`config.mk`:
```
export PLATFORM = sky130hd
export DESIGN_NAME = pipe_stage_reg_flat
export DESIGN_NICKNAME = d
export VERILOG_FILES = /design/src/rtl/pipe_stage_reg_pkg.sv /design/src/rtl/pipe_stage_reg_if.sv /design/src/rtl/pipe_stage_reg_entry.sv /design/src/rtl/pipe_stage_reg.sv /design/src/flat_wrapper.sv
export SDC_FILE = /design/constraint.sdc
export NUM_CORES = 1
export LEC_CHECK = 0
export BUFFER_PORTS_ARGS = -buffer_cell sky130_fd_sc_hd__buf_2
export CAP_MARGIN = 40
export CORE_MARGIN = 10
export CORE_UTILIZATION = 52
export CTS_CLUSTER_SIZE = 16
export DETAILED_ROUTE_END_ITERATION = 16
export GPL_ROUTABILITY_DRIVEN = 0
export PLACE_DENSITY = 0.77
export REMOVE_ABC_BUFFERS = 1
export SLEW_MARGIN = 5
export SYNTH_ARGS = -nofsm -noshare
export SYNTH_HDL_FRONTEND = slang
export SYNTH_SLANG_ARGS = --single-unit
```
`constraint.sdc`:
```
create_clock -name clk -period 2.2 [get_ports clk]
set_input_delay 0 -clock clk [delete_from_list [all_inputs] [get_ports clk]]
set_output_delay 0 -clock clk [all_outputs]
set_load 0.005 [all_outputs]
```
`src/rtl/pipe_stage_reg_pkg.sv`:
```
// Shared pipeline-boundary widths and control-vector bit encoding.
// Every stage imports this so producers and consumers agree on control bits.
package pipe_pkg;

    localparam int unsigned IFID_DATA_W  = 64;
    localparam int unsigned IDEX_DATA_W  = 96;
    localparam int unsigned EXMEM_DATA_W = 96;
    localparam int unsigned MEMWB_DATA_W = 64;

    localparam int unsigned CTRL_W_DEF = 16;
    localparam int unsigned DEST_W_DEF = 5;
    localparam int unsigned CNT_W_DEF  = 16;

    // Control-vector bit positions; all are zeroed when a bubble is inserted.
    localparam int unsigned CTRL_REGWRITE = 0;
    localparam int unsigned CTRL_MEMREAD  = 1;
    localparam int unsigned CTRL_MEMWRITE = 2;
    localparam int unsigned CTRL_MEMTOREG = 3;
    localparam int unsigned CTRL_BRANCH   = 4;
    localparam int unsigned CTRL_JUMP     = 5;
    localparam int unsigned CTRL_ALUSRC   = 6;
    localparam int unsigned CTRL_ALUOP_LO = 7;
    localparam int unsigned CTRL_ALUOP_HI = 10;

    typedef enum logic [1:0] {
        STAGE_IFID  = 2'd0,
        STAGE_IDEX  = 2'd1,
        STAGE_EXMEM = 2'd2,
        STAGE_MEMWB = 2'd3
    } pipe_stage_e;

    // Payload width carried across a given stage boundary.
    function automatic int unsigned stage_data_w(input pipe_stage_e stage);
        int unsigned w;
        w = IDEX_DATA_W;
        case (stage)
            STAGE_IFID:  w = IFID_DATA_W;
            STAGE_IDEX:  w = IDEX_DATA_W;
            STAGE_EXMEM: w = EXMEM_DATA_W;
            STAGE_MEMWB: w = MEMWB_DATA_W;
            default:     w = IDEX_DATA_W;
        endcase
        return w;
    endfunction

endpackage

```
`src/rtl/pipe_stage_reg_if.sv`:
```
// Handshake, payload and debug bundle between a pipeline stage register and
// its neighbours; master is the surrounding pipeline, slave is the register.
interface pipe_stage_reg_if
    import pipe_pkg::*;
#(
    parameter int unsigned DATA_W = IDEX_DATA_W,
    parameter int unsigned CTRL_W = CTRL_W_DEF,
    parameter int unsigned DEST_W = DEST_W_DEF,
    parameter int unsigned CNT_W  = CNT_W_DEF
) ();

    logic              flush;
    logic              bubble;

    logic              in_valid;
    logic              in_ready;
    logic [CTRL_W-1:0] in_ctrl;
    logic [DEST_W-1:0] in_dest;
    logic [DATA_W-1:0] in_data;

    logic              out_valid;
    logic              out_ready;
    logic [CTRL_W-1:0] out_ctrl;
    logic [DEST_W-1:0] out_dest;
    logic              out_dest_valid;
    logic [DATA_W-1:0] out_data;

    logic              hazard_d;
    logic [CNT_W-1:0]  bubble_cnt;

    modport master (
        output flush, bubble,
        output in_valid, in_ctrl, in_dest, in_data,
        input  in_ready,
        input  out_valid, out_ctrl, out_dest, out_dest_valid, out_data,
        output out_ready,
        input  hazard_d, bubble_cnt
    );

    modport slave (
        input  flush, bubble,
        input  in_valid, in_ctrl, in_dest, in_data,
        output in_ready,
        output out_valid, out_ctrl, out_dest, out_dest_valid, out_data,
        input  out_ready,
        output hazard_d, bubble_cnt
    );

endinterface

```
`src/rtl/pipe_stage_reg_entry.sv`:
```
// One stage-register entry {valid, ctrl, dest, dest_valid, data}.
// Clear empties the entry but keeps dest/data; load applies bubble form on request.
module pipe_skid_entry
    import pipe_pkg::*;
#(
    parameter int unsigned CTRL_W = CTRL_W_DEF,
    parameter int unsigned DEST_W = DEST_W_DEF,
    parameter int unsigned DATA_W = IDEX_DATA_W
) (
    input  logic              clk,
    input  logic              rst_n,
    input  logic              load_i,
    input  logic              clear_i,
    input  logic              bubble_i,
    input  logic [CTRL_W-1:0] ctrl_i,
    input  logic [DEST_W-1:0] dest_i,
    input  logic              dest_valid_i,
    input  logic [DATA_W-1:0] data_i,
    output logic              valid_o,
    output logic [CTRL_W-1:0] ctrl_o,
    output logic [DEST_W-1:0] dest_o,
    output logic              dest_valid_o,
    output logic [DATA_W-1:0] data_o
);

    logic              valid_q,      valid_d;
    logic [CTRL_W-1:0] ctrl_q,       ctrl_d;
    logic [DEST_W-1:0] dest_q,       dest_d;
    logic              dest_valid_q, dest_valid_d;
    logic [DATA_W-1:0] data_q,       data_d;

    // Clear wins over load; a bubble keeps the tag and payload but kills ctrl and tag validity.
    always_comb begin
        valid_d      = valid_q;
        ctrl_d       = ctrl_q;
        dest_d       = dest_q;
        dest_valid_d = dest_valid_q;
        data_d       = data_q;
        if (clear_i) begin
            valid_d      = 1'b0;
            ctrl_d       = '0;
            dest_valid_d = 1'b0;
        end else if (load_i) begin
            valid_d      = 1'b1;
            ctrl_d       = bubble_i ? '0 : ctrl_i;
            dest_d       = dest_i;
            dest_valid_d = dest_valid_i & ~bubble_i;
            data_d       = data_i;
        end
    end

    always_ff @(posedge clk or negedge rst_n) begin
        if (!rst_n) begin
            valid_q      <= 1'b0;
            ctrl_q       <= '0;
            dest_q       <= '0;
            dest_valid_q <= 1'b0;
            data_q       <= '0;
        end else begin
            valid_q      <= valid_d;
            ctrl_q       <= ctrl_d;
            dest_q       <= dest_d;
            dest_valid_q <= dest_valid_d;
            data_q       <= data_d;
        end
    end

    assign valid_o      = valid_q;
    assign ctrl_o       = ctrl_q;
    assign dest_o       = dest_q;
    assign dest_valid_o = dest_valid_q;
    assign data_o       = data_q;

endmodule

```
`src/rtl/pipe_stage_reg.sv`:
```
// Generic pipeline stage register: main + skid entry with valid/ready back-pressure,
// synchronous flush, bubble insertion, hazard history and saturating bubble counter.
module pipe_stage_reg
    import pipe_pkg::*;
#(
    parameter int unsigned DATA_W = IDEX_DATA_W,
    parameter int unsigned CTRL_W = CTRL_W_DEF,
    parameter int unsigned DEST_W = DEST_W_DEF,
    parameter int unsigned CNT_W  = CNT_W_DEF
) (
    input logic clk,
    input logic rst_n,
    pipe_stage_reg_if.slave bus
);

    logic              main_valid;
    logic [CTRL_W-1:0] main_ctrl;
    logic [DEST_W-1:0] main_dest;
    logic              main_dest_valid;
    logic [DATA_W-1:0] main_data;

    logic              skid_valid;
    logic [CTRL_W-1:0] skid_ctrl;
    logic [DEST_W-1:0] skid_dest;
    logic              skid_dest_valid;
    logic [DATA_W-1:0] skid_data;

    logic              accept_c;
    logic              drain_c;
    logic              main_load_c;
    logic              main_clear_c;
    logic              main_sel_skid_c;
    logic              skid_load_c;
    logic              skid_clear_c;

    logic [CTRL_W-1:0] main_ctrl_in_c;
    logic [DEST_W-1:0] main_dest_in_c;
    logic              main_dest_valid_in_c;
    logic [DATA_W-1:0] main_data_in_c;
    logic              main_bubble_in_c;

    logic              hazard_q, hazard_d;
    logic [CNT_W-1:0]  cnt_q,    cnt_d;

    // in_ready comes straight from the skid flop, so out_ready never reaches it combinationally.
    assign accept_c = bus.in_valid & ~skid_valid;
    assign drain_c  = main_valid & bus.out_ready;

    // Entry steering: flush, then refill main (skid first), otherwise park the new entry in skid.
    always_comb begin
        main_load_c     = 1'b0;
        main_clear_c    = 1'b0;
        main_sel_skid_c = 1'b0;
        skid_load_c     = 1'b0;
        skid_clear_c    = 1'b0;
        if (bus.flush) begin
            main_clear_c = 1'b1;
            skid_clear_c = 1'b1;
        end else if (!main_valid || drain_c) begin
            if (skid_valid) begin
                main_load_c     = 1'b1;
                main_sel_skid_c = 1'b1;
                skid_clear_c    = 1'b1;
            end else if (accept_c) begin
                main_load_c = 1'b1;
            end else begin
                main_clear_c = 1'b1;
            end
        end else if (accept_c) begin
            skid_load_c = 1'b1;
        end
    end

    // Skid contents are already in final form, so bubble shaping applies only to the input path.
    always_comb begin
        main_ctrl_in_c       = bus.in_ctrl;
        main_dest_in_c       = bus.in_dest;
        main_dest_valid_in_c = 1'b1;
        main_data_in_c       = bus.in_data;
        main_bubble_in_c     = bus.bubble;
        if (main_sel_skid_c) begin
            main_ctrl_in_c       = skid_ctrl;
            main_dest_in_c       = skid_dest;
            main_dest_valid_in_c = skid_dest_valid;
            main_data_in_c       = skid_data;
            main_bubble_in_c     = 1'b0;
        end
    end

    pipe_skid_entry #(
        .CTRL_W (CTRL_W),
        .DEST_W (DEST_W),
        .DATA_W (DATA_W)
    ) u_main (
        .clk          (clk),
        .rst_n        (rst_n),
        .load_i       (main_load_c),
        .clear_i      (main_clear_c),
        .bubble_i     (main_bubble_in_c),
        .ctrl_i       (main_ctrl_in_c),
        .dest_i       (main_dest_in_c),
        .dest_valid_i (main_dest_valid_in_c),
        .data_i       (main_data_in_c),
        .valid_o      (main_valid),
        .ctrl_o       (main_ctrl),
        .dest_o       (main_dest),
        .dest_valid_o (main_dest_valid),
        .data_o       (main_data)
    );

    pipe_skid_entry #(
        .CTRL_W (CTRL_W),
        .DEST_W (DEST_W),
        .DATA_W (DATA_W)
    ) u_skid (
        .clk          (clk),
        .rst_n        (rst_n),
        .load_i       (skid_load_c),
        .clear_i      (skid_clear_c),
        .bubble_i     (bus.bubble),
        .ctrl_i       (bus.in_ctrl),
        .dest_i       (bus.in_dest),
        .dest_valid_i (1'b1),
        .data_i       (bus.in_data),
        .valid_o      (skid_valid),
        .ctrl_o       (skid_ctrl),
        .dest_o       (skid_dest),
        .dest_valid_o (skid_dest_valid),
        .data_o       (skid_data)
    );

    // A bubble counts only if its entry really enters the stage (not dropped by flush).
    always_comb begin
        hazard_d = bus.bubble;
        cnt_d    = cnt_q;
        if (accept_c && bus.bubble && !bus.flush && (cnt_q != {CNT_W{1'b1}})) begin
            cnt_d = cnt_q + CNT_W'(1);
        end
    end

    always_ff @(posedge clk or negedge rst_n) begin
        if (!rst_n) begin
            hazard_q <= 1'b0;
            cnt_q    <= '0;
        end else begin
            hazard_q <= hazard_d;
            cnt_q    <= cnt_d;
        end
    end

    assign bus.in_ready       = ~skid_valid;
    assign bus.out_valid      = main_valid;
    assign bus.out_ctrl       = main_ctrl;
    assign bus.out_dest       = main_dest;
    assign bus.out_dest_valid = main_dest_valid;
    assign bus.out_data       = main_data;
    assign bus.hazard_d       = hazard_q;
    assign bus.bubble_cnt     = cnt_q;

endmodule

```
`src/flat_wrapper.sv`:
```
// flat-port wrapper written by rule: the top's interface ports become plain ports
module pipe_stage_reg_flat import pipe_pkg::*;
#(
    parameter int unsigned DATA_W = IDEX_DATA_W,
    parameter int unsigned CTRL_W = CTRL_W_DEF,
    parameter int unsigned DEST_W = DEST_W_DEF,
    parameter int unsigned CNT_W  = CNT_W_DEF
)
  (clk, rst_n, bus_flush, bus_bubble, bus_in_valid, bus_in_ctrl, bus_in_dest, bus_in_data, bus_in_ready, bus_out_valid, bus_out_ctrl, bus_out_dest, bus_out_dest_valid, bus_out_data, bus_out_ready, bus_hazard_d, bus_bubble_cnt);
  pipe_stage_reg_if #(.DATA_W(DATA_W), .CTRL_W(CTRL_W), .DEST_W(DEST_W), .CNT_W(CNT_W)) bus_i ();
  input logic clk;
  input logic rst_n;
  input wire logic [$bits(bus_i.flush)-1:0] bus_flush;
  input wire logic [$bits(bus_i.bubble)-1:0] bus_bubble;
  input wire logic [$bits(bus_i.in_valid)-1:0] bus_in_valid;
  input wire logic [$bits(bus_i.in_ctrl)-1:0] bus_in_ctrl;
  input wire logic [$bits(bus_i.in_dest)-1:0] bus_in_dest;
  input wire logic [$bits(bus_i.in_data)-1:0] bus_in_data;
  output wire logic [$bits(bus_i.in_ready)-1:0] bus_in_ready;
  output wire logic [$bits(bus_i.out_valid)-1:0] bus_out_valid;
  output wire logic [$bits(bus_i.out_ctrl)-1:0] bus_out_ctrl;
  output wire logic [$bits(bus_i.out_dest)-1:0] bus_out_dest;
  output wire logic [$bits(bus_i.out_dest_valid)-1:0] bus_out_dest_valid;
  output wire logic [$bits(bus_i.out_data)-1:0] bus_out_data;
  input wire logic [$bits(bus_i.out_ready)-1:0] bus_out_ready;
  output wire logic [$bits(bus_i.hazard_d)-1:0] bus_hazard_d;
  output wire logic [$bits(bus_i.bubble_cnt)-1:0] bus_bubble_cnt;
  assign bus_i.flush = bus_flush;
  assign bus_i.bubble = bus_bubble;
  assign bus_i.in_valid = bus_in_valid;
  assign bus_i.in_ctrl = bus_in_ctrl;
  assign bus_i.in_dest = bus_in_dest;
  assign bus_i.in_data = bus_in_data;
  assign bus_in_ready = bus_i.in_ready;
  assign bus_out_valid = bus_i.out_valid;
  assign bus_out_ctrl = bus_i.out_ctrl;
  assign bus_out_dest = bus_i.out_dest;
  assign bus_out_dest_valid = bus_i.out_dest_valid;
  assign bus_out_data = bus_i.out_data;
  assign bus_i.out_ready = bus_out_ready;
  assign bus_hazard_d = bus_i.hazard_d;
  assign bus_bubble_cnt = bus_i.bubble_cnt;
  pipe_stage_reg #(.DATA_W(DATA_W), .CTRL_W(CTRL_W), .DEST_W(DEST_W), .CNT_W(CNT_W)) u_core (.clk(clk), .rst_n(rst_n), .bus(bus_i));
endmodule
```
==> reports/summary.log, run 1 <==
[yosys] portion of the post-synthesis area used by sequential elements 0.590
[sta] Fin Hold WS 0.0548 ns
[cts] Clk Latency, worst-skew pair 0.53 ns
[final_layout] share of final-layout standard cells stronger than drive strength 1 0.230
[placement] port buffer count 259
[run] total of max-cap violations 0
[cts] CTS H-tree lvls 1
[yosys] cell types with the largest area share after synthesis sky130_fd_sc_hd__dfrtp_1 59%, sky130_fd_sc_hd__nand2_1 15%, sky130_fd_sc_hd__mux2i_1 9.3%
[min_path] class of the most critical hold timing path in -> async
[route] DRC violation count after routing 0
[floorplanning] number of placement rows 52
[route] Routed wire per std cell 17.5 um
[yosys] area of the mapped netlist 0.0108 mm2
[route] highest metal layer used by the detailed router met4
[final_layout] area growth from synthesis to final layout 35.5%
[cts] TritonCTS buffer count 28
[critical_path] worst r2r path cells 5
[yosys] mean area per synthesized cell 9.84 um2
[power_and_ir_drop] Final Power 0.0126 W
[floorplanning] ports placed on the boundary 260
[yosys] Yosys reg bits 255
[critical_path] Worst Path Max Fanout 10
[critical_path] Critical R2R Launch u_core.bus.bubble_cnt[0]$_DFFE_PN0P_
[final_layout] Total Nets Final 1591
[power_and_ir_drop] LEAKAGE 8.17 nW
[sta] share of the clock period used by the worst path 0.894
[route] routed length on met3 2390 um
[global_routing] vias in the first global route 9610
[final_layout] final standard cell area without fillers 0.0147 mm2
[sta] endpoints failing setup 0
[global_routing] GRT Resource Usage Total 0.225
[run_status] outcome completed
[floorplanning] total die area 0.0270 mm2
[route] routed via count 9158
[final_layout] total of fill cells in the finished design 1413
[route] average vias per placed instance 5.19
[critical_path] critical path type reg -> reg
[sta] unrepaired setup endpoints after global routing false
[sta] highest achievable clock rate 508 MHz
[floorplanning] Die X-Extent 164 um
[sta] number of hold violations in the final report 0
[yosys] warning count from the yosys run 0
[final_layout] total area of multi-input combinational cells 0.00408 mm2
[global_routing] antenna violations before repair 4
[power_and_ir_drop] Pwr Density 862 mW/mm2
[critical_path] R2R Path End u_core.bus.bubble_cnt[1]$_DFFE_PN0P_
[route] M1 WL 12500 um
[cts] clock transition at the registers of the reported paths 0.07 ns
[yosys] number of library cell types mapped by synthesis 39
[yosys] Post-Syn Instances 1100
[route] Post-DRT Antenna Nets 0
[route] Routed WL 30900 um
[route] routed wire length on met2 15100 um
[yosys] share of the synthesized area in the top cell type 0.590
[yosys] count of flip-flops with a built-in enable after synthesis 0
[floorplanning] Initial Util 0.532
[critical_path] arrival time at the worst endpoint 2.38 ns
[critical_path] category of the worst setup path capture point flip-flop
[sta] Least-Margin Pin Slew 0.612 ns
[final_layout] sequential cell area 0.00638 mm2
[cts] Sinks on Clock Net 255
[critical_path] CP Launch Type flip-flop
[power_and_ir_drop] peak supply drop 0.550 mV
[floorplanning] core outline area 0.0204 mm2
[floorplanning] Chip Height 164 um
[sta] worst clock skew on the final layout 0.0130 ns
[global_routing] first-pass GRT wire length 49900 um
[yosys] most used standard cell by instance count after synthesis sky130_fd_sc_hd__nand2_1
[placement] sum of net half-perimeters after detailed placement 19000 um
[yosys] share of flip-flops with an asynchronous set or reset 1.00
[critical_path] register-to-register setup slack 0.23 ns
[route] count of TritonRoute iterations in the first routing pass 5
[global_routing] largest net degree at the start of global routing 86
[sta] number of max-slew violations in the final report 0
[cts] Clock Tree Buf Depth 3
[yosys] cell type with the largest total area after synthesis sky130_fd_sc_hd__dfrtp_1
[cts] TritonCTS clock tree yes
[cts] number of gates resized after CTS 0
[sta] headroom to the max-slew limit 0.589
[yosys] most common flop cell mapped by yosys sky130_fd_sc_hd__dfrtp_1
[cts] cell at the root of the clock tree sky130_fd_sc_hd__clkbuf_16
[yosys] most frequent cells after synthesis 443 x sky130_fd_sc_hd__nand2_1, 255 x sky130_fd_sc_hd__dfrtp_1, 101 x sky130_fd_sc_hd__mux2i_1, 77 x sky130_fd_sc_hd__o21ai_1, 39 x sky130_fd_sc_hd__o21ai_0
[sta] fin crit period 1.97 ns
[placement] area of placed instances 0.0124 mm2
[global_routing] Remaining Overflow, GRT 0
[critical_path] critical path data required time 2.62 ns
[route] number of DRC markers in iteration 0 671
-- placed cells by master (no fill, tap or decap), types with 4 or more instances in the layout --
master	n
sky130_fd_sc_hd__nand4_1	5
sky130_fd_sc_hd__o21ai_0	39
sky130_fd_sc_hd__nor3_1	8
sky130_fd_sc_hd__dfrtp_1	255
sky130_fd_sc_hd__clkbuf_8	7
sky130_fd_sc_hd__buf_2	258
sky130_fd_sc_hd__clkbuf_16	29
sky130_fd_sc_hd__buf_4	12
sky130_fd_sc_hd__a21oi_1	9
sky130_fd_sc_hd__o22ai_1	15
sky130_fd_sc_hd__a22o_1	8
sky130_fd_sc_hd__dlygate4sd3_1	123
sky130_fd_sc_hd__nor4_1	5
sky130_fd_sc_hd__nor2b_1	17
sky130_fd_sc_hd__xor2_1	14
sky130_fd_sc_hd__mux2i_1	101
sky130_fd_sc_hd__buf_12	13
sky130_fd_sc_hd__nand3_1	5
sky130_fd_sc_hd__diode_2	4
sky130_fd_sc_hd__nand2_1	443
sky130_fd_sc_hd__o21ai_1	77
sky130_fd_sc_hd__clkinv_2	8
-- through the flow --
stage	util	TNS, ns	cells	worst slack [ns]
global route	0.720	0	1763	0.113
detailed placement	0.611	0	1583	0.238
finish	0.720	0	1763	0.233
CTS	0.720	0	1759	0.238
global placement	0.611	0	1583	0.320
floorplan	-	-390.28	1030	-2.50
-- state kept, by name, indices dropped and copies added, names as in the netlist --
signal and flops:
u_core.u_main.dest_o 5, u_core.u_skid.dest_valid_o 1, u_core.bus.bubble_cnt 16, u_core.u_main.ctrl_o 16
u_core.bus.hazard_d 1, u_core.u_main.data_o 96, u_core.u_main.valid_o 1, u_core.u_skid.dest_o 5
u_core.u_skid.ctrl_o 16, u_core.u_skid.data_o 96, u_core.u_skid.valid_o 1, u_core.u_main.dest_valid_o 1
-- cells by family after synthesis --
kind of cell / count (synthesis) / share of synthesized area
compound gates: 152 / 0.0759
xor+xnor: 14 / 0.0113
fa+ha+maj: 1 / 0.00116
buf+inv: 71 / 0.0357
flops: 255 / 0.590
mux: 103 / 0.0958
simple gates: 504 / 0.190
-- power by group --
group / switching (W) / internal [W]
Clock: 0.00191 / 0.00288
Sequential: 0.000474 / 0.00547
Combinational: 0.000994 / 0.000913
Total: 0.00337 / 0.00926
-- layout make-up --
class | instances | area share
clock inverters | 13 | 0.00896
inverters | 1 | 0.000256
diodes | 4 | 0.000683
flip-flops and latches | 255 | 0.435
well taps | 270 | 0.0230
multi-input cells | 774 | 0.278
repair buffers | 407 | 0.197
clock buffers | 39 | 0.0568
-- routing by layer --
layer,vias to the layer above,track usage
met5,-,0
li1,4360,-
met4,0,0.0820
met3,75,0.0513
met1,4372,0.280
met2,351,0.375
-- how the worst max path moves through the flow --
stage	from	to	cells after the start
2_1_floorplan	u_core.u_skid.valid_o$_DFFE_PN0P_	u_core.u_main.ctrl_o[0]$_DFFE_PN0P_	3
3_3_place_gp	u_core.bus.bubble_cnt[0]$_DFFE_PN0P_	u_core.bus.bubble_cnt[1]$_DFFE_PN0P_	5
3_5_place_dp	u_core.bus.bubble_cnt[0]$_DFFE_PN0P_	u_core.bus.bubble_cnt[1]$_DFFE_PN0P_	5
4_1_cts	u_core.bus.bubble_cnt[0]$_DFFE_PN0P_	u_core.bus.bubble_cnt[1]$_DFFE_PN0P_	5
5_1_grt	u_core.bus.bubble_cnt[0]$_DFFE_PN0P_	u_core.bus.bubble_cnt[1]$_DFFE_PN0P_	5
6_report	u_core.bus.bubble_cnt[0]$_DFFE_PN0P_	u_core.bus.bubble_cnt[1]$_DFFE_PN0P_	5
-- worst max-delay path, stage by stage, from the launching register on --
cell	delay [ns]
sky130_fd_sc_hd__dfrtp_1	0.41
sky130_fd_sc_hd__ha_1	0.22
sky130_fd_sc_hd__nand4_1	0.17
sky130_fd_sc_hd__nor4_4	0.63
sky130_fd_sc_hd__nor2_2	0.11
sky130_fd_sc_hd__mux2_4	0.31
-- what timing repair did --
item,CTS,global route
hold buffers,124,0
hold endpoints to repair,494,0
setup buffers,0,0
setup endpoints to repair,0,0
No activity file was read; power rests on OpenSTA's default activity.
==> run 2, diff against run 1 <==
--- a/config.mk
+++ b/config.mk
@@ -7,8 +7,10 @@
 export LEC_CHECK = 0
 export BUFFER_PORTS_ARGS = -buffer_cell sky130_fd_sc_hd__buf_2
 export CAP_MARGIN = 40
+export CORE_ASPECT_RATIO = 0.7
 export CORE_MARGIN = 10
 export CORE_UTILIZATION = 52
+export CTS_CLUSTER_DIAMETER = 30
 export CTS_CLUSTER_SIZE = 16
 export DETAILED_ROUTE_END_ITERATION = 16
 export GPL_ROUTABILITY_DRIVEN = 0
==> reports/summary.log, run 2 (synthesis gave the netlist of run 1 again) <==
[run_status] outcome completed
[route] average vias per placed instance 5.29 [+1.8%]
[cts] TritonCTS buffer count 39 [+39%]
[critical_path] CP Launch Type flip-flop
[power_and_ir_drop] sequential fraction of design power 0.422 [-0.048]
[route] number of DRC markers in iteration 0 747 [+11%]
[final_layout] highest-count cells in the layout ignoring fill and taps 443 x sky130_fd_sc_hd__nand2_1, 258 x sky130_fd_sc_hd__buf_2, 255 x sky130_fd_sc_hd__dfrtp_1, 123 x sky130_fd_sc_hd__dlygate4sd3_1, 101 x sky130_fd_sc_hd__mux2i_1
[sta] number of max-slew violations in the final report 0 [unchanged]
[cts] cell at the root of the clock tree sky130_fd_sc_hd__clkbuf_16
[placement] port buffer count 259 [unchanged]
[final_layout] Total Nets Final 1604 [+0.82%]
[floorplanning] number of placement rows 44 [-15%]
[sta] number of hold violations in the final report 0 [unchanged]
[sta] worst clock skew on the final layout 0.0110 ns [-0.00196 ns]
[sta] share of the clock period used by the worst path 0.893 [-0.00110]
[sta] highest achievable clock rate 509 MHz [+0.12%]
[final_layout] share of final-layout standard cells stronger than drive strength 1 0.239 [+0.00903]
[sta] headroom to the max-slew limit 0.552 [-0.0369]
[global_routing] first-pass GRT wire length 51700 um [+3.7%]
[route] Post-DRT Antenna Nets 0 [unchanged]
[cts] Clock Tree Buf Depth 3 [unchanged]
[power_and_ir_drop] Internal Dissipation 0.0104 W [+12%]
[critical_path] critical path type reg -> reg
[critical_path] critical path data required time 2.57 ns [-0.05 ns]
[cts] Hold Buf Count CTS 123 [-0.81%]
[cts] clock transition at the registers of the reported paths 0.06 ns [about the same]
[power_and_ir_drop] sw frac 0.263 [-0.00458]
[cts] number of gates resized after CTS 0 [unchanged]
[placement] sum of net half-perimeters after detailed placement 19900 um [+4.6%]
[floorplanning] Initial Util 0.526 [-0.00581]
[cts] Sinks on Clock Net 255 [unchanged]
[power_and_ir_drop] peak supply drop 0.543 mV [-1.4%]
[global_routing] largest net degree at the start of global routing 120 [+40%]
[sta] unrepaired setup endpoints after global routing false
[cts] setup fix buffers added after clock tree synthesis 0 [unchanged]
[global_routing] vias in the first global route 9594 [-0.17%]
[floorplanning] Die X-Extent 192 um [+17%]
[global_routing] Remaining Overflow, GRT 0 [unchanged]
[floorplanning] Chip Height 141 um [-14%]
[run] total of max-cap violations 0 [unchanged]
[sta] final worst setup slack 0.235 ns [+0.00242 ns]
[power_and_ir_drop] Pwr Density 941 mW/mm2 [+9.2%]
[route] routed via count 9437 [+3.0%]
[route] Routed WL 32100 um [+4.0%]
[floorplanning] core outline area 0.0206 mm2 [+1.1%]
[sta] Least-Margin Pin Slew 0.667 ns [+0.0548 ns]
[floorplanning] ports placed on the boundary 260 [unchanged]
[critical_path] Worst Path Max Fanout 10 [unchanged]
[final_layout] most frequent standard cell in the layout excluding fill and tap cells sky130_fd_sc_hd__nand2_1
[placement] setup slack after placement 0.261 ns [+0.0228 ns]
[critical_path] worst r2r path cells 5 [unchanged]
[min_path] class of the most critical hold timing path in -> async
[power_and_ir_drop] Final Power 0.0141 W [+12%]
[power_and_ir_drop] power share of the clock group 0.443 [+0.064]
[critical_path] register-to-register setup slack 0.24 ns [about the same]
[power_and_ir_drop] part of the power in combinational logic 0.135 [-0.016]
[global_routing] GRT Resource Usage Total 0.233 [+0.00784]
[cts] Clk Latency, worst-skew pair 0.50 ns [-0.03 ns]
[route] count of TritonRoute iterations in the first routing pass 5 [unchanged]
[cts] TritonCTS clock tree yes
[power_and_ir_drop] LEAKAGE 8.31 nW [+1.8%]
[global_routing] antenna violations before repair 1 [-3]
[final_layout] area growth from synthesis to final layout 38.7%
[sta] endpoints failing setup 0 [unchanged]
[sta] fin crit period 1.96 ns [-0.00241 ns]
[cts] CTS H-tree lvls 2 [+1]
[power_and_ir_drop] net switching component of the power 0.00371 W [+9.9%]
[floorplanning] total die area 0.0271 mm2 [+0.34%]
[route] Routed wire per std cell 18.0 um [+2.7%]
[route] DRC violation count after routing 0 [unchanged]
[critical_path] category of the worst setup path capture point flip-flop
[critical_path] arrival time at the worst endpoint 2.34 ns [-0.04 ns]
run 2: cell count changes in the layout (fill, tap and decap cells not counted), sizes merged:
| cell | delta |
|---|---|
| bufinv | +2 |
| buf | +2 |
| clkinv | -3 |
| clkinvlp | +6 |
| clkbuf | +11 |
| diode | -3 |
| inv | +1 |
run 2: final timing paths:
path,start,endpoint
max,u_core.bus.bubble_cnt[0]$_DFFE_PN0P_,u_core.bus.bubble_cnt[1]$_DFFE_PN0P_
min,rst_n,u_core.u_skid.data_o[20]$_DFFE_PN0P_
max reg2reg,u_core.bus.bubble_cnt[0]$_DFFE_PN0P_,u_core.bus.bubble_cnt[1]$_DFFE_PN0P_
min reg2reg,u_core.u_skid.data_o[49]$_DFFE_PN0P_,u_core.u_skid.data_o[49]$_DFFE_PN0P_
max in group asynchronous,rst_n,u_core.u_skid.data_o[78]$_DFFE_PN0P_
min in group clk,bus_out_ready,u_core.u_skid.data_o[58]$_DFFE_PN0P_
run 2: metrics by stage:
stage,cell area [um2],setup TNS (ns),hold WS [ns],std cells,util
4_1_cts,15000,0,0.0905,1784,0.729
6_report,15000,0,0.0772,1785,0.729
2_1_floorplan,10400,-390.28,-0.296,1030,-
5_1_grt,15000,0,0.120,1785,0.729
3_5_place_dp,12400,0,0.0242,1592,0.604
3_3_place_gp,12400,0,0.0235,1592,0.604
run 2: layout make-up:
type                            count  area [um2]
Sequential cell                   255        6380
Fill cell                        1366        5580
Multi-Input combinational cell    774        4080
Timing Repair Buffer              409        2870
Clock buffer                       50        1110
Tap cell                          276         345
Clock inverter                     19         226
Inverter                            1        3.75
Antenna cell                        1        2.50
run 2: critical path, cell delays in order (launching register included):
cell and delay (ns):
sky130_fd_sc_hd__dfrtp_1 0.39, sky130_fd_sc_hd__ha_1 0.20, sky130_fd_sc_hd__nand4_1 0.18, sky130_fd_sc_hd__nor4_4 0.64, sky130_fd_sc_hd__nor2_2 0.11, sky130_fd_sc_hd__mux2_4 0.33
run 2: power groups by stage:
stage / Sequential, W / Combinational (W) / Clock, W
after detailed placement: 0.00600 / 0.00172 / 0
final: 0.00596 / 0.00191 / 0.00625
after global routing: 0.00604 / 0.00216 / 0.00653
after floorplan: 0.00595 / 0.000805 / 0
after global placement: 0.00596 / 0.00165 / 0
after CTS: 0.00594 / 0.00191 / 0.00632
run 2: metal layers:
metal | vias to the layer above | track usage | part of all wire
met5 | - | 0 | 0
met4 | 0 | 0.0643 | 0.020
met3 | 69 | 0.0609 | 0.086
met2 | 431 | 0.368 | 0.47
met1 | 4549 | 0.310 | 0.42
li1 | 4388 | - | -
==> run 3, diff against run 2 <==
--- a/config.mk
+++ b/config.mk
@@ -16,6 +16,7 @@
 export GPL_ROUTABILITY_DRIVEN = 0
 export PLACE_DENSITY = 0.77
 export REMOVE_ABC_BUFFERS = 1
+export SETUP_SLACK_MARGIN = 0.4
 export SLEW_MARGIN = 5
 export SYNTH_ARGS = -nofsm -noshare
 export SYNTH_HDL_FRONTEND = slang
==> reports/summary.log, run 3 (synthesis gave the netlist of run 1 again) <==
[critical_path] critical path data required time 2.58 ns [about the same]
[cts] clock transition at the registers of the reported paths 0.06 ns [about the same]
[final_layout] core occupancy in the finished layout 0.736 [+0.00638]
[global_routing] antenna violations before repair 2 [+1]
[cts] Sinks on Clock Net 255 [unchanged]
[floorplanning] number of placement rows 44 [unchanged]
[route] count of TritonRoute iterations in the first routing pass 5 [unchanged]
[critical_path] Critical R2R Launch u_core.bus.bubble_cnt[0]$_DFFE_PN0P_
[route] Post-DRT Antenna Nets 0 [unchanged]
[route] Routed WL 33500 um [+4.3%]
[critical_path] category of the worst setup path capture point flip-flop
[placement] setup slack after placement 0.261 ns [unchanged]
[critical_path] timing startpoint of the critical path u_core.bus.bubble_cnt[0]$_DFFE_PN0P_
[floorplanning] core outline area 0.0206 mm2 [unchanged]
[route] number of DRC markers in iteration 0 868 [+16%]
[critical_path] CP Launch Type flip-flop
[route] DRC violation count after routing 0 [unchanged]
[sta] share of the clock period used by the worst path 0.796 [-0.0968]
[sta] highest achievable clock rate 571 MHz [+12%]
[min_path] class of the most critical hold timing path in -> async
[global_routing] Remaining Overflow, GRT 0 [unchanged]
[cts] Clock Tree Buf Depth 3 [unchanged]
[cts] TritonCTS clock tree yes
[global_routing] largest net degree at the start of global routing 120 [unchanged]
[final_layout] share of final-layout standard cells stronger than drive strength 1 0.247 [+0.00765]
[floorplanning] Die X-Extent 192 um [unchanged]
[sta] worst clock skew on the final layout 0.0136 ns [+0.00257 ns]
[final_layout] area growth from synthesis to final layout 39.9%
[final_layout] final standard cell area without fillers 0.0151 mm2 [+0.88%]
[placement] port buffer count 259 [unchanged]
[final_layout] Total Nets Final 1614 [+0.62%]
[critical_path] timing endpoint of the critical path u_core.bus.bubble_cnt[12]$_DFFE_PN0P_
[critical_path] worst r2r path cells 5 [unchanged]
[critical_path] Worst Path Max Fanout 5 [-5]
[sta] fin crit period 1.75 ns [-0.213 ns]
[placement] sum of net half-perimeters after detailed placement 19900 um [unchanged]
[route] routed via count 9566 [+1.4%]
[floorplanning] ports placed on the boundary 260 [unchanged]
[placement] area of placed instances 0.0124 mm2 [unchanged]
[cts] CTS H-tree lvls 2 [unchanged]
[sta] Least-Margin Pin Slew 0.603 ns [-0.0642 ns]
[route] Routed wire per std cell 18.7 um [+3.7%]
[cts] Clk Latency, worst-skew pair 0.50 ns [about the same]
[critical_path] R2R Path End u_core.bus.bubble_cnt[12]$_DFFE_PN0P_
[global_routing] first-pass GRT wire length 52000 um [+0.55%]
[power_and_ir_drop] LEAKAGE 8.38 nW [+0.75%]
[critical_path] register-to-register setup slack 0.45 ns [+0.21 ns]
[cts] TritonCTS buffer count 39 [unchanged]
[cts] cell at the root of the clock tree sky130_fd_sc_hd__clkbuf_16
[critical_path] critical path type reg -> reg
[sta] headroom to the max-slew limit 0.598 [+0.0462]
[final_layout] highest-count cells in the layout ignoring fill and taps 443 x sky130_fd_sc_hd__nand2_1, 258 x sky130_fd_sc_hd__buf_2, 255 x sky130_fd_sc_hd__dfrtp_1, 123 x sky130_fd_sc_hd__dlygate4sd3_1, 101 x sky130_fd_sc_hd__mux2i_1
[floorplanning] Chip Height 141 um [unchanged]
[power_and_ir_drop] Pwr Density 935 mW/mm2 [-0.55%]
[sta] Fin Hold WS 0.0781 ns [+0.000862 ns]
[sta] total negative slack for setup checks 0 ns [unchanged]
[floorplanning] Initial Util 0.526 [unchanged]
[sta] endpoints failing setup 0 [unchanged]
[sta] number of max-slew violations in the final report 0 [unchanged]
[sta] number of hold violations in the final report 0 [unchanged]
[global_routing] vias in the first global route 9580 [-0.15%]
[sta] unrepaired setup endpoints after global routing false
[global_routing] GRT Resource Usage Total 0.234 [+0.00111]
[power_and_ir_drop] peak supply drop 0.545 mV [+0.47%]
[run] total of max-cap violations 0 [unchanged]
[critical_path] arrival time at the worst endpoint 2.13 ns [-0.21 ns]
[final_layout] most frequent standard cell in the layout excluding fill and tap cells sky130_fd_sc_hd__nand2_1
[run_status] outcome completed
[floorplanning] total die area 0.0271 mm2 [unchanged]
[sta] final worst setup slack 0.449 ns [+0.213 ns]
[route] average vias per placed instance 5.33 [+0.75%]
==> run 3: power by group <==
part           switching [W]  total (W)  leakage (nW)  internal, W
Combinational        0.00103    0.00196          4.49     0.000924
Sequential          0.000490    0.00596          3.25      0.00547
Clock                0.00221    0.00624         0.632      0.00404
Total                0.00373     0.0142          8.38       0.0104
==> run 3: repair_timing <==
action / in CTS / in global routing
setup endpoints to repair: 12 / 115
cloned: 0 / 4
pin swaps: 1 / 3
hold buffers: 123 / 0
resized for setup: 2 / 6
buffers inserted: 2 / 4
endpoints found under the hold margin: 381 / 0
==> run 3: worst min-delay path by stage <==
stage	to	slack [ns]	cells past startpoint
6_report	u_core.u_skid.data_o[20]$_DFFE_PN0P_	0.08	2
5_1_grt	u_core.u_skid.data_o[14]$_DFFE_PN0P_	0.12	2
4_1_cts	u_core.u_skid.data_o[35]$_DFFE_PN0P_	0.09	2
3_5_place_dp	u_core.u_skid.data_o[35]$_DFFE_PN0P_	0.02	1
3_3_place_gp	u_core.u_skid.data_o[35]$_DFFE_PN0P_	0.02	1
2_1_floorplan	u_core.bus.bubble_cnt[0]$_DFFE_PN0P_	-0.30	0
==> run 3: area by class of cell <==
class | instances | area, um2
clock inverters | 19 | 226
repair buffers | 416 | 2950
clock buffers | 50 | 1110
well taps | 276 | 345
inverters | 1 | 3.75
diodes | 2 | 5.00
flip-flops and latches | 255 | 6380
multi-input cells | 777 | 4120
fillers | 1351 | 5450
==> run 3: critical path: stages, from the launching register on <==
cell                      delay, ns
sky130_fd_sc_hd__dfrtp_1       0.38
sky130_fd_sc_hd__ha_1          0.20
sky130_fd_sc_hd__nand4_1       0.14
sky130_fd_sc_hd__or2_4         0.31
sky130_fd_sc_hd__nor3_1        0.24
sky130_fd_sc_hd__mux2_2        0.36
==> run 3: per-stage QoR <==
stage / total power [W] / cells
floorplan: 0.00675 / 1030
global placement: 0.00761 / 1592
CTS: 0.0142 / 1786
finish: 0.0142 / 1796
global route: 0.0148 / 1796
detailed placement: 0.00773 / 1592
==> run 3: per-layer routing <==
layer,vias to the layer above,track usage,share of wire
li1,4414,-,-
met1,4611,0.313,0.42
met2,467,0.370,0.48
met3,74,0.0584,0.083
met4,0,0.0631,0.021
met5,-,0,0
